## src/rtl/regfile_sb.sv

```systemverilog
// Multi-port register file with prioritised dual write-back, optional
// write-to-read bypass, and a per-register scoreboard for RAW hazard detection.

module regfile_sb_rd_lane #(
  parameter int DATA_WIDTH = 16,
  parameter int NUM_REGS   = 16,
  parameter int ADDR_WIDTH = 4,
  parameter int ZERO_REG   = 1,
  parameter int BYPASS     = 1
) (
  input  logic [ADDR_WIDTH-1:0]                 addr,
  input  logic [NUM_REGS-1:0][DATA_WIDTH-1:0]   regs,
  input  logic [NUM_REGS-1:0]                   busy,
  input  logic                                  we0,
  input  logic [ADDR_WIDTH-1:0]                 wa0,
  input  logic [DATA_WIDTH-1:0]                 wd0,
  input  logic                                  we1,
  input  logic [ADDR_WIDTH-1:0]                 wa1,
  input  logic [DATA_WIDTH-1:0]                 wd1,
  output logic [DATA_WIDTH-1:0]                 data,
  output logic                                  rd_busy
);
  logic hit0, hit1, is_zero;

  always_comb begin
    hit0    = (BYPASS != 0) && we0 && (wa0 == addr);
    hit1    = (BYPASS != 0) && we1 && (wa1 == addr);
    is_zero = (ZERO_REG != 0) && (addr == '0);
    data    = regs[addr];
    rd_busy = busy[addr];
    if (hit0) data = wd0;
    if (hit1) data = wd1;
    // forwarded data satisfies the hazard, so the reader need not stall
    if (hit0 || hit1) rd_busy = 1'b0;
    if (is_zero) begin
      data    = '0;
      rd_busy = 1'b0;
    end
  end
endmodule

module regfile_sb #(
  parameter int DATA_WIDTH = 16,
  parameter int NUM_REGS   = 16,
  parameter int ADDR_WIDTH = 4,
  parameter int NUM_RD     = 2,
  parameter int ZERO_REG   = 1,
  parameter int BYPASS     = 1
) (
  input  logic                           clk,
  input  logic                           rst,
  input  logic [NUM_RD*ADDR_WIDTH-1:0]   rd_addr,
  output logic [NUM_RD*DATA_WIDTH-1:0]   rd_data,
  output logic [NUM_RD-1:0]              rd_busy,
  input  logic                           we0,
  input  logic [ADDR_WIDTH-1:0]          wa0,
  input  logic [DATA_WIDTH-1:0]          wd0,
  input  logic                           we1,
  input  logic [ADDR_WIDTH-1:0]          wa1,
  input  logic [DATA_WIDTH-1:0]          wd1,
  input  logic                           rsv_en,
  input  logic [ADDR_WIDTH-1:0]          rsv_addr,
  output logic [NUM_REGS-1:0]            busy_vec
);
  logic [NUM_REGS-1:0][DATA_WIDTH-1:0] regs_q, regs_d;
  logic [NUM_REGS-1:0]                 busy_q, busy_d;
  logic [NUM_RD-1:0][DATA_WIDTH-1:0]   lane_data;
  logic [NUM_RD-1:0][ADDR_WIDTH-1:0]   lane_addr;

  always_comb begin
    regs_d = regs_q;
    busy_d = busy_q;
    for (int i = 0; i < NUM_REGS; i++) begin
      if (we0 && wa0 == ADDR_WIDTH'(i)) regs_d[i] = wd0;
      if (we1 && wa1 == ADDR_WIDTH'(i)) regs_d[i] = wd1;
      if ((we0 && wa0 == ADDR_WIDTH'(i)) || (we1 && wa1 == ADDR_WIDTH'(i)))
        busy_d[i] = 1'b0;
      // reserve after clear: a back-to-back reissue keeps the register busy
      if (rsv_en && rsv_addr == ADDR_WIDTH'(i)) busy_d[i] = 1'b1;
    end
    if (ZERO_REG != 0) begin
      regs_d[0] = '0;
      busy_d[0] = 1'b0;
    end
  end

  always_ff @(posedge clk or posedge rst) begin
    if (rst) begin
      regs_q <= '0;
      busy_q <= '0;
    end else begin
      regs_q <= regs_d;
      busy_q <= busy_d;
    end
  end

  assign lane_addr = rd_addr;
  assign rd_data   = lane_data;
  assign busy_vec  = busy_q;

  for (genvar k = 0; k < NUM_RD; k++) begin : g_rd
    regfile_sb_rd_lane #(
      .DATA_WIDTH (DATA_WIDTH),
      .NUM_REGS   (NUM_REGS),
      .ADDR_WIDTH (ADDR_WIDTH),
      .ZERO_REG   (ZERO_REG),
      .BYPASS     (BYPASS)
    ) u_lane (
      .addr    (lane_addr[k]),
      .regs    (regs_q),
      .busy    (busy_q),
      .we0     (we0),
      .wa0     (wa0),
      .wd0     (wd0),
      .we1     (we1),
      .wa1     (wa1),
      .wd1     (wd1),
      .data    (lane_data[k]),
      .rd_busy (rd_busy[k])
    );
  end
endmodule
```

## config.mk

```make
export PLATFORM = sky130hd
export DESIGN_NAME = regfile_sb
export DESIGN_NICKNAME = d
export VERILOG_FILES = /design/src/rtl/regfile_sb.sv
export SDC_FILE = /design/constraint.sdc
export NUM_CORES = 1
export LEC_CHECK = 0
export CORE_MARGIN = 2
export CORE_UTILIZATION = 40
export CTS_CLUSTER_DIAMETER = 120
export DETAILED_ROUTE_END_ITERATION = 16
export PLACE_DENSITY = 0.64
export SLEW_MARGIN = 20
export SYNTH_ARGS = -nofsm -noshare
export SYNTH_HDL_FRONTEND = slang
export SYNTH_SLANG_ARGS = --single-unit
```

## constraint.sdc

```tcl
create_clock -name clk -period 11.8 [get_ports clk]
set_clock_uncertainty 0.1 [all_clocks]
set_input_delay 2.36 -clock clk [delete_from_list [all_inputs] [get_ports clk]]
set_output_delay 2.36 -clock clk [all_outputs]
set_load 0.01 [all_outputs]
```

**Yosys cells after proc, flatten, opt, wreduce, memory -nomap -nowiden**

Cells that the tools add are included.

- Mux-type cells: 78
- Magnitude comparators: 2
- Reduce and logical (&&, ||, !) cells: 98
- Eq/ne operators: 49

Operator list:

| operator | number |
|---|---|
| 2-to-1 mux 16 bit | 38 |
| binary-select mux 16 bit (select 4 bit) | 2 |
| equality test 4 bit, second input constant | 24 |
| nonzero test 2 bit | 30 |
| logical AND 1 bit | 49 |
| equality test 4 x 3 -> 1 bit, second input constant | 12 |
| 2-to-1 mux 1 bit | 36 |
| equality test 4 x 2 -> 1 bit, second input constant | 6 |
| logical OR 1 bit | 17 |
| equality test 4 bit | 4 |
| equality test 4 x 1 -> 1 bit, second input constant | 3 |
| < comparator 4 x 5 -> 1 bit, second input constant | 2 |
| binary-select mux 1 bit (select 4 bit) | 2 |
| logical NOT 4 bit | 2 |

- Output and inout port bits: 50
- Word-level logic and storage cells: 257
- Bits in registers: 255

**Depth between registers and ports, before layout**

Gate-level depths: netlist of the first run.

- Word-level depth: 5
- Mapped depth: 9
- Mapped depth without buffers: 5

**Modules after synthesis**

A second synthesis of the first run with hierarchy kept.

- Cells, all modules: 2048
- Area total of the unflattened synthesis: 18226.2 um^2

Modules (own cells, without submodules):

| module | instances | cells each | sequential area each (um^2) | area each (um^2) |
|---|---|---|---|---|
| regfile_sb | 1 | 1544 | 6381.1 | 12983.7 |
| regfile_sb_rd_lane | 2 | 252 | 0.0 | 2621.3 |

**Least setup slack after synthesis of the first run**

Ideal clock, no wire load.

- Path kind: input to output
- From: input rd_addr[2]
- To: output rd_data[7]
- Setup slack: 5.544 ns
- Arrival: 3.796 ns
- Path buffers: 3
- Stages: 8
- Required time: 9.340 ns
- Path through: buf_4 > xor2_1 > nor3_1 > nand3_1 > and2_1 > buf_6 > buf_6 > a311oi_1

- Word-level cells in the longest chain between the ends: 5
- Elaborated cells on any way between the ends: 10
- Those cells by class: eq/ne: 2; mux: 5; reduce/logical: 3

RTL lines:

| element | line | text |
|---|---|---|
| start, declared | 52 | `input logic [NUM_RD*ADDR_WIDTH-1:0] rd_addr,` |
| binary-select mux 16 bit (select 4 bit) or equality test 4 bit (tied branches) | 29, 26 |  |
| 2-to-1 mux 16 bit (implied by the code) or logical AND 1 bit (tied branches) | 29, 26 |  |
| 2-to-1 mux 16 bit | 31 | `if (hit0) data = wd0;` |
| 2-to-1 mux 16 bit | 32 | `if (hit1) data = wd1;` |
| 2-to-1 mux 16 bit * | 35 | `if (is_zero) begin` |
| end, declared | 53 | `output logic [NUM_RD*DATA_WIDTH-1:0] rd_data,` |

Mark *: on every way between the ends. The rest lies on a longest branch, timed or not. The select of a mux whose other input is x is not followed.

**Final worst setup path of the first run**

- From: input wa1[1]
- To: output rd_data[4]

- Word-level cells in the longest chain between the ends: 4

RTL lines:

| element | line | text |
|---|---|---|
| start, declared | 59 | `input logic [ADDR_WIDTH-1:0] wa1,` |
| equality test 4 bit | 27 | `hit1 = (BYPASS != 0) && we1 && (wa1 == addr);` |
| logical AND 1 bit | 27 |  |
| 2-to-1 mux 16 bit | 32 |  |
| 2-to-1 mux 16 bit | 35 |  |

No other way between the ends.

==> run summary, run 1 <==
peak supply drop -> 0.000138 V
worst slew pin tran -> 1160 ps
WL/cell -> 26.1 µm
Final Cycle Share -> 73.3%
min-delay worst type -> reg2reg
area of the multi-input gates -> 9740 µm²
setup slack, reg-to-reg -> 10830 ps
DR vias/cell -> 6.32
Core Box Area -> 42200 µm²
Hold Crit Depth -> 2
H-tree depth -> 1
total track usage -> 26.9%
Setup Viol. Count Final -> 0
Post-Route WL -> 60.3 mm
CP startpoint kind -> primary input
post-synthesis sequential area ratio -> 37.1%
I/O pin cnt -> 107
Reg2Reg Depth -> 1
Reg clk slew, reported paths -> 60 ps
Synth cell types -> 53
static leakage -> 7.30 nW
hold path startpoint -> regs_q[236]$_DFFE_PP0P_
setup TNS -> 0 ps
Pins Over Slew Limit -> 0
nets -> 1804
PD cells -> 162 nW/µm²
Gate Count Post-Synth -> 1780
maximum clock path buffer count -> 3
CTS Hold Bufs -> 0
initial core utilization -> 40.7%
crit-path max FO -> 22
total clock sinks -> 255
Primary FF master, synth -> dfrtp_1
Rows -> 75
DRT Pass-1 Iters -> 6
clk_lat worst skew -> 570 ps
slew margin rel. -> 22.4%
antenna violations before repair -> 2
RR Endpoint -> busy_vec[1]$_DFFE_PP0P_
reg2reg start -> busy_vec[1]$_DFFE_PP0P_
Yosys Warn Count -> 0
CP Class -> in2out
CP arrival -> 6190 ps
cts bufs inserted -> 29
vias -> 14600
synthesized cell area -> 17200 µm²
die height -> 211 µm
# diodes -> 0
Filler cells -> 3927
pin count of the biggest net entering global routing -> 123
Setup Fix Bufs, Post-CTS -> 0
DIE AREA -> 44700 µm²
crit path time final -> 8650 ps
mean post-synth cell area -> 9.66 µm²
EDFF count, synth -> 0
CTS tree -> built
GRT overflow -> 0
FF+latch count, synth -> 255
Power Total -> 3.10 mW
DR DRC count -> 0
hold violation total from the final report -> 0
vias in the first global route -> 13900
Port-buffer cells -> 105
Initial DRC Count -> 1692
Die X -> 211 µm
Routed Antenna Nets -> 0
Synth-to-Final Area Change -> 11.1%
root buffer cell -> clkbuf_16
Hold Path End -> regs_q[236]$_DFFE_PP0P_
fmax -> 116 MHz
Post-CTS Resized -> 0
RSZ-0062 raised after global routing -> false
Max-cap violations -> 0
share of layout cells above drive strength 1 -> 15.7%
CP Capture Type -> primary output
Synth async-reset ratio -> 100%
Detailed Place HPWL -> 37.7 mm
status -> completed
critical path required time -> 9340 ps
syn_nets -> 1837
first-pass GRT wire length -> 90.2 mm
register area -> 6380 µm²
gp weighted congestion -> 0.929
## synth_stat cells, types with 2 or more instances
library cell  count  area share [%]
and3_1            6            0.22
and2_1            3            0.11
and3b_1           2            0.10
nor3_1           34            0.99
a211oi_1          5            0.22
a32o_1            5            0.29
a221oi_1         44             2.2
nor2_1          266             5.8
a21oi_1         275             8.0
nor2_2            2           0.073
o21ai_1           2           0.058
mux2i_1         179              10
mux4_2          100              13
or4_1             2           0.087
inv_1            20            0.44
nor3b_1           9            0.39
buf_6            19             1.2
mux4_1            2            0.31
xor2_1           12            0.61
nor2_4            6            0.39
xnor2_1           4            0.20
buf_4            16            0.70
a311oi_2          3            0.26
buf_1             3           0.065
nand2b_1          6            0.22
nand2_1         103             2.2
dfrtp_1         255              37
o21ai_0         101             2.9
nand3b_1          2           0.087
a311oi_1          5            0.25
clkbuf_1        105             2.3
mux2_2           57             3.7
a221oi_2          6            0.52
nand3_1          12            0.35
buf_2            60             1.7
nor2b_1          32             1.2
## power by group
| group | leakage (nW) | total (mW) | internal (mW) | switching, mW |
|---|---|---|---|---|
| clock | 0.468 | 0.920 | 0.537 | 0.382 |
| combinational | 3.82 | 0.902 | 0.480 | 0.422 |
| sequential | 3.01 | 1.28 | 1.10 | 0.183 |
| total | 7.30 | 3.10 | 2.11 | 0.987 |
## placed cells by master (no fill, tap or decap), types with 3 or more instances in the layout
cell type | netlist | layout
a221oi_1 | 44 | 44
o21ai_0 | 101 | 101
and2_1 | 3 | 3
a32o_1 | 5 | 5
mux2i_1 | 179 | 179
nand3_1 | 12 | 10
xnor2_1 | 4 | 4
xor2_1 | 12 | 12
clkbuf_8 | 0 | 7
clkbuf_1 | 105 | 7
buf_4 | 16 | 36
nor2_1 | 266 | 266
nor3b_1 | 9 | 7
nor2_4 | 6 | 6
and3_1 | 6 | 6
clkdlybuf4s50_1 | 0 | 97
dfrtp_1 | 255 | 255
mux4_2 | 100 | 100
nand2b_1 | 6 | 6
a311oi_2 | 3 | 3
nor3b_2 | 1 | 3
a211oi_1 | 5 | 5
clkbuf_16 | 0 | 29
mux2_2 | 57 | 57
clkinv_2 | 0 | 6
a21oi_1 | 275 | 275
nand3_2 | 1 | 3
nor2b_1 | 32 | 30
a311oi_1 | 5 | 5
inv_1 | 20 | 19
nand2_1 | 103 | 103
buf_2 | 60 | 6
nor3_1 | 34 | 34
a221oi_2 | 6 | 6
## state kept, by name (all words and copies together), names as in the netlist
name	flops
busy_vec	15
regs_q	240
## kinds of logic after synthesis
| kind of cell | Yosys count | share of synthesized area [%] |
|---|---|---|
| buffers and inverters | 223 | 6.48 |
| muxes | 338 | 27.6 |
| and+or+nand+nor | 494 | 12.9 |
| other | 1 | 0.0218 |
| DFF | 255 | 37.1 |
| xor gates and xnor gates | 16 | 0.815 |
| AOI/OAI and AO/OA | 453 | 15.1 |
## worst max path at each step
| stage | cells past startpoint | slack (ps) | end | startpoint |
|---|---|---|---|---|
| 3_3_place_gp | 7 | 3490 | rd_data[4] | wa1[1] |
| 2_1_floorplan | 1 | 2330 | busy_vec[10]$_DFFE_PP0P_ | rst |
| 3_5_place_dp | 7 | 3320 | rd_data[4] | wa1[1] |
| 4_1_cts | 7 | 3300 | rd_data[4] | wa1[1] |
| 6_report | 7 | 3150 | rd_data[4] | wa1[1] |
| 5_1_grt | 7 | 3030 | rd_data[4] | wa1[1] |
## final cells by class
class | count | area share [%]
clock buffer | 43 | 4.44
multi-input combinational | 1302 | 51.0
tap | 539 | 3.53
sequential | 255 | 33.4
clock inverter | 10 | 0.550
timing repair buffer | 139 | 6.66
inverter | 20 | 0.432
## layer usage
metal,track usage [%],vias up,wire (µm)
li1,-,6376,-
met3,6.38,164,7140
met5,0,-,25
met2,38.1,950,25000
met1,39.3,7101,25300
met4,11.3,4,2770
## per-stage QoR
step / hold WS, ps / instance area (µm²) / instances / util [%] / setup WS [ps]
6_report: 448 / 19100 / 2308 / 45.2 / 3150
3_5_place_dp: 438 / 18100 / 2255 / 43.0 / 3320
3_3_place_gp: 425 / 18100 / 2255 / 43.0 / 3490
4_1_cts: 453 / 19100 / 2308 / 45.2 / 3300
5_1_grt: 488 / 19100 / 2308 / 45.2 / 3030
2_1_floorplan: 406 / 17200 / 1780 / - / 2330
## critical path: stages
cell and delay [ps]:
clkdlybuf4s50_1 660, xor2_1 260, nor3_1 200, nand3_1 600, and2_1 690, a221oi_1 730
clkdlybuf4s50_1 670
(Power assumes the default switching activity.)
==> inputs of run 2 (changes only) <==
- PLACE_DENSITY: 0.64 -> 0.67
- clock period: 11.8 -> 7.3 ns (I/O delays scaled with it)
==> run 2 against run 1 <==
Critical path depth increased by 1. Worst hold slack about the same. Clock-buffer cell count decreased by 4. Sequential share of layout area decreased by 0.31 points. Register-to-register slack got worse by 4500 ps. Total power increased by 62%. Die area unchanged. Via count increased by 2.6%. Non-clock buffer count increased by 20. Sequential power increased by 61%. Clock power increased by 63%. Critical endpoint is now rd_data[8]. Flip-flop and latch count unchanged.
==> run summary, run 2 (same netlist as run 1, synthesis figures left out) <==
CP Capture Type -> primary output
CP startpoint kind -> primary input
Clock Power Share -> 29.8% (about the same)
cts bufs inserted -> 29 (unchanged)
Max-cap violations -> 0 (unchanged)
WL/cell -> 26.7 µm (+2.1%)
vias in the first global route -> 14300 (+3.3%)
CP arrival -> 4990 ps (-1200 ps)
Die X -> 211 µm (unchanged)
critical path required time -> 5740 ps (-3600 ps)
Setup Fix Bufs, Post-CTS -> 0 (unchanged)
RSZ-0062 raised after global routing -> false
setup slack, reg-to-reg -> 6360 ps (-4470 ps)
initial core utilization -> 40.7% (unchanged)
clk_lat worst skew -> 560 ps (about the same)
most frequent cells in the layout -> 275 x a21oi_1, 266 x nor2_1, 255 x dfrtp_1
DIE AREA -> 44700 µm² (unchanged)
antenna violations before repair -> 2 (unchanged)
met2 Use GR -> 38.8% (+0.69 points)
I/O pin cnt -> 107 (unchanged)
RR Endpoint -> busy_vec[2]$_DFFE_PP0P_
sequential power share -> 41.0% (-0.2 points)
Initial DRC Count -> 1902 (+12%)
grt met3 use -> 7.05% (+0.67 points)
crit-path max FO -> 10 (-55%)
area of the multi-input gates -> 9730 µm² (-0.13%)
Pins Over Slew Limit -> 0 (unchanged)
Reg clk slew, reported paths -> 60 ps (about the same)
Post-CTS Resized -> 0 (unchanged)
DRT Pass-1 Iters -> 5 (-1)
gp weighted congestion -> 0.971 (+4.4%)
Hold Path End -> regs_q[233]$_DFFE_PP0P_
switching power -> 1.58 mW (+60%)
die height -> 211 µm (unchanged)
DR vias/cell -> 6.44 (+1.8%)
busiest grt layer -> met1
CTS tree -> built
fmax -> 153 MHz
total track usage -> 27.9% (+0.95 points)
max reg flops -> 240 (unchanged)
Net Sw Frac -> 31.5% (-0.38 points)
Filler cells -> 3942 (+0.38%)
share of layout cells above drive strength 1 -> 16.5% (+0.85 points)
dpl cell area -> 18300 µm² (+0.78%)
register area -> 6380 µm² (unchanged)
commonest non-fill, non-tap cell in the layout -> a21oi_1
first-pass GRT wire length -> 92.5 mm (+2.6%)
slew margin rel. -> 24.1% (+1.7 points)
pin count of the biggest net entering global routing -> 155 (+26%)
Final Cycle Share -> 89.8%
maximum clock path buffer count -> 3 (unchanged)
Routed Antenna Nets -> 0 (unchanged)
Hold Crit Depth -> 2 (unchanged)
vias -> 15000 (+2.6%)
PD cells -> 260 nW/µm² (+60%)
Core Box Area -> 42200 µm² (unchanged)
min-delay worst type -> reg2reg
CP Class -> in2out
hold path startpoint -> regs_q[233]$_DFFE_PP0P_
DR DRC count -> 0 (unchanged)
static leakage -> 7.41 nW (+1.5%)
Setup Viol. Count Final -> 0 (unchanged)
Synth-to-Final Area Change -> 12.1%
setup ws final -> 746 ps (-2400 ps)
reg2reg start -> busy_vec[2]$_DFFE_PP0P_
root buffer cell -> clkbuf_16
crit path time final -> 6550 ps
Port-buffer cells -> 105 (unchanged)
GRT overflow -> 0 (unchanged)
CTS Hold Bufs -> 0 (unchanged)
setup TNS -> 0 ps (unchanged)
Comb pwr share -> 29.2% (about the same)
Power Total -> 5.02 mW (+62%)
largest register by flop count -> regs_q
H-tree depth -> 1 (unchanged)
Post-Route WL -> 62.0 mm (+2.9%)
peak supply drop -> 0.000169 V (+23%)
status -> completed
internal power component -> 3.44 mW (+63%)
met1 global-route usage -> 40.4% (+1.1 points)
hold violation total from the final report -> 0 (unchanged)
nets -> 1824 (+1.1%)
Reg2Reg Depth -> 1 (unchanged)
Detailed Place HPWL -> 37.9 mm (+0.56%)
Rows -> 75 (unchanged)
Design Area, Final -> 19300 µm² (+0.92%)
total clock sinks -> 255 (unchanged)
Setup WS pre-CTS -> 972 ps (-2350 ps)
worst slew pin tran -> 1140 ps (-28.3 ps)
==> run 2: cell count changes in the layout (fill, tap and decap cells not counted), moves of 2 or more <==
cell      before  now
nand3_1       10   12
clkinv_2       6    8
buf_4         36   54
nand3_2        3    1
clkbuf_1       7    4
==> run 2: per-layer routing <==
metal	vias to the layer above	routed length (µm)
met3	212	7870
li1	6394	-
met5	-	13
met4	2	3170
met2	1101	25500
met1	7271	25500
==> run 2: power by group through the flow <==
stage	sequential, mW	clock [mW]	combinational, mW
final	2.06	1.50	1.47
after global routing	2.10	1.57	1.58
after CTS	2.05	1.52	1.45
after detailed placement	2.07	0	1.45
after global placement	2.04	0	1.41
after floorplan	1.98	0	1.03
==> run 2: metrics by stage <==
stage | util, % | std cells | hold slack (ps)
4_1_cts | 45.6 | 2325 | 454
6_report | 45.7 | 2327 | 448
2_1_floorplan | - | 1780 | 406
5_1_grt | 45.6 | 2326 | 497
3_5_place_dp | 43.3 | 2274 | 441
3_3_place_gp | 43.3 | 2274 | 423
==> run 2: worst max-delay path, cell delays in order <==
cell and delay (ps):
clkdlybuf4s50_1 580, xor2_1 240, nor3_1 190, nand3_1 510, and2_1 540, buf_4 280, a221oi_1 530, clkdlybuf4s50_1 650
==> run 2: worst max-delay path by stage <==
stage | start | end | slack [ps] | cells past startpoint
floorplan | rst | busy_vec[10]$_DFFE_PP0P_ | 2380 | 1
finish | wa0[3] | rd_data[8] | 750 | 8
global route | wa1[1] | rd_data[16] | 700 | 7
CTS | wa0[3] | rd_data[8] | 970 | 8
detailed placement | wa0[3] | rd_data[8] | 970 | 8
global placement | wa0[3] | rd_data[8] | 1040 | 8
==> run 2: area by class of cell <==
cell class,instances,share of cell area [%]
Clock inverter,12,0.714
Inverter,20,0.409
Tap cell,539,3.50
Clock buffer,39,4.27
Multi-Input combinational cell,1302,50.5
Sequential cell,255,33.1
Timing Repair Buffer,159,7.54
Antenna cell,1,0.0130
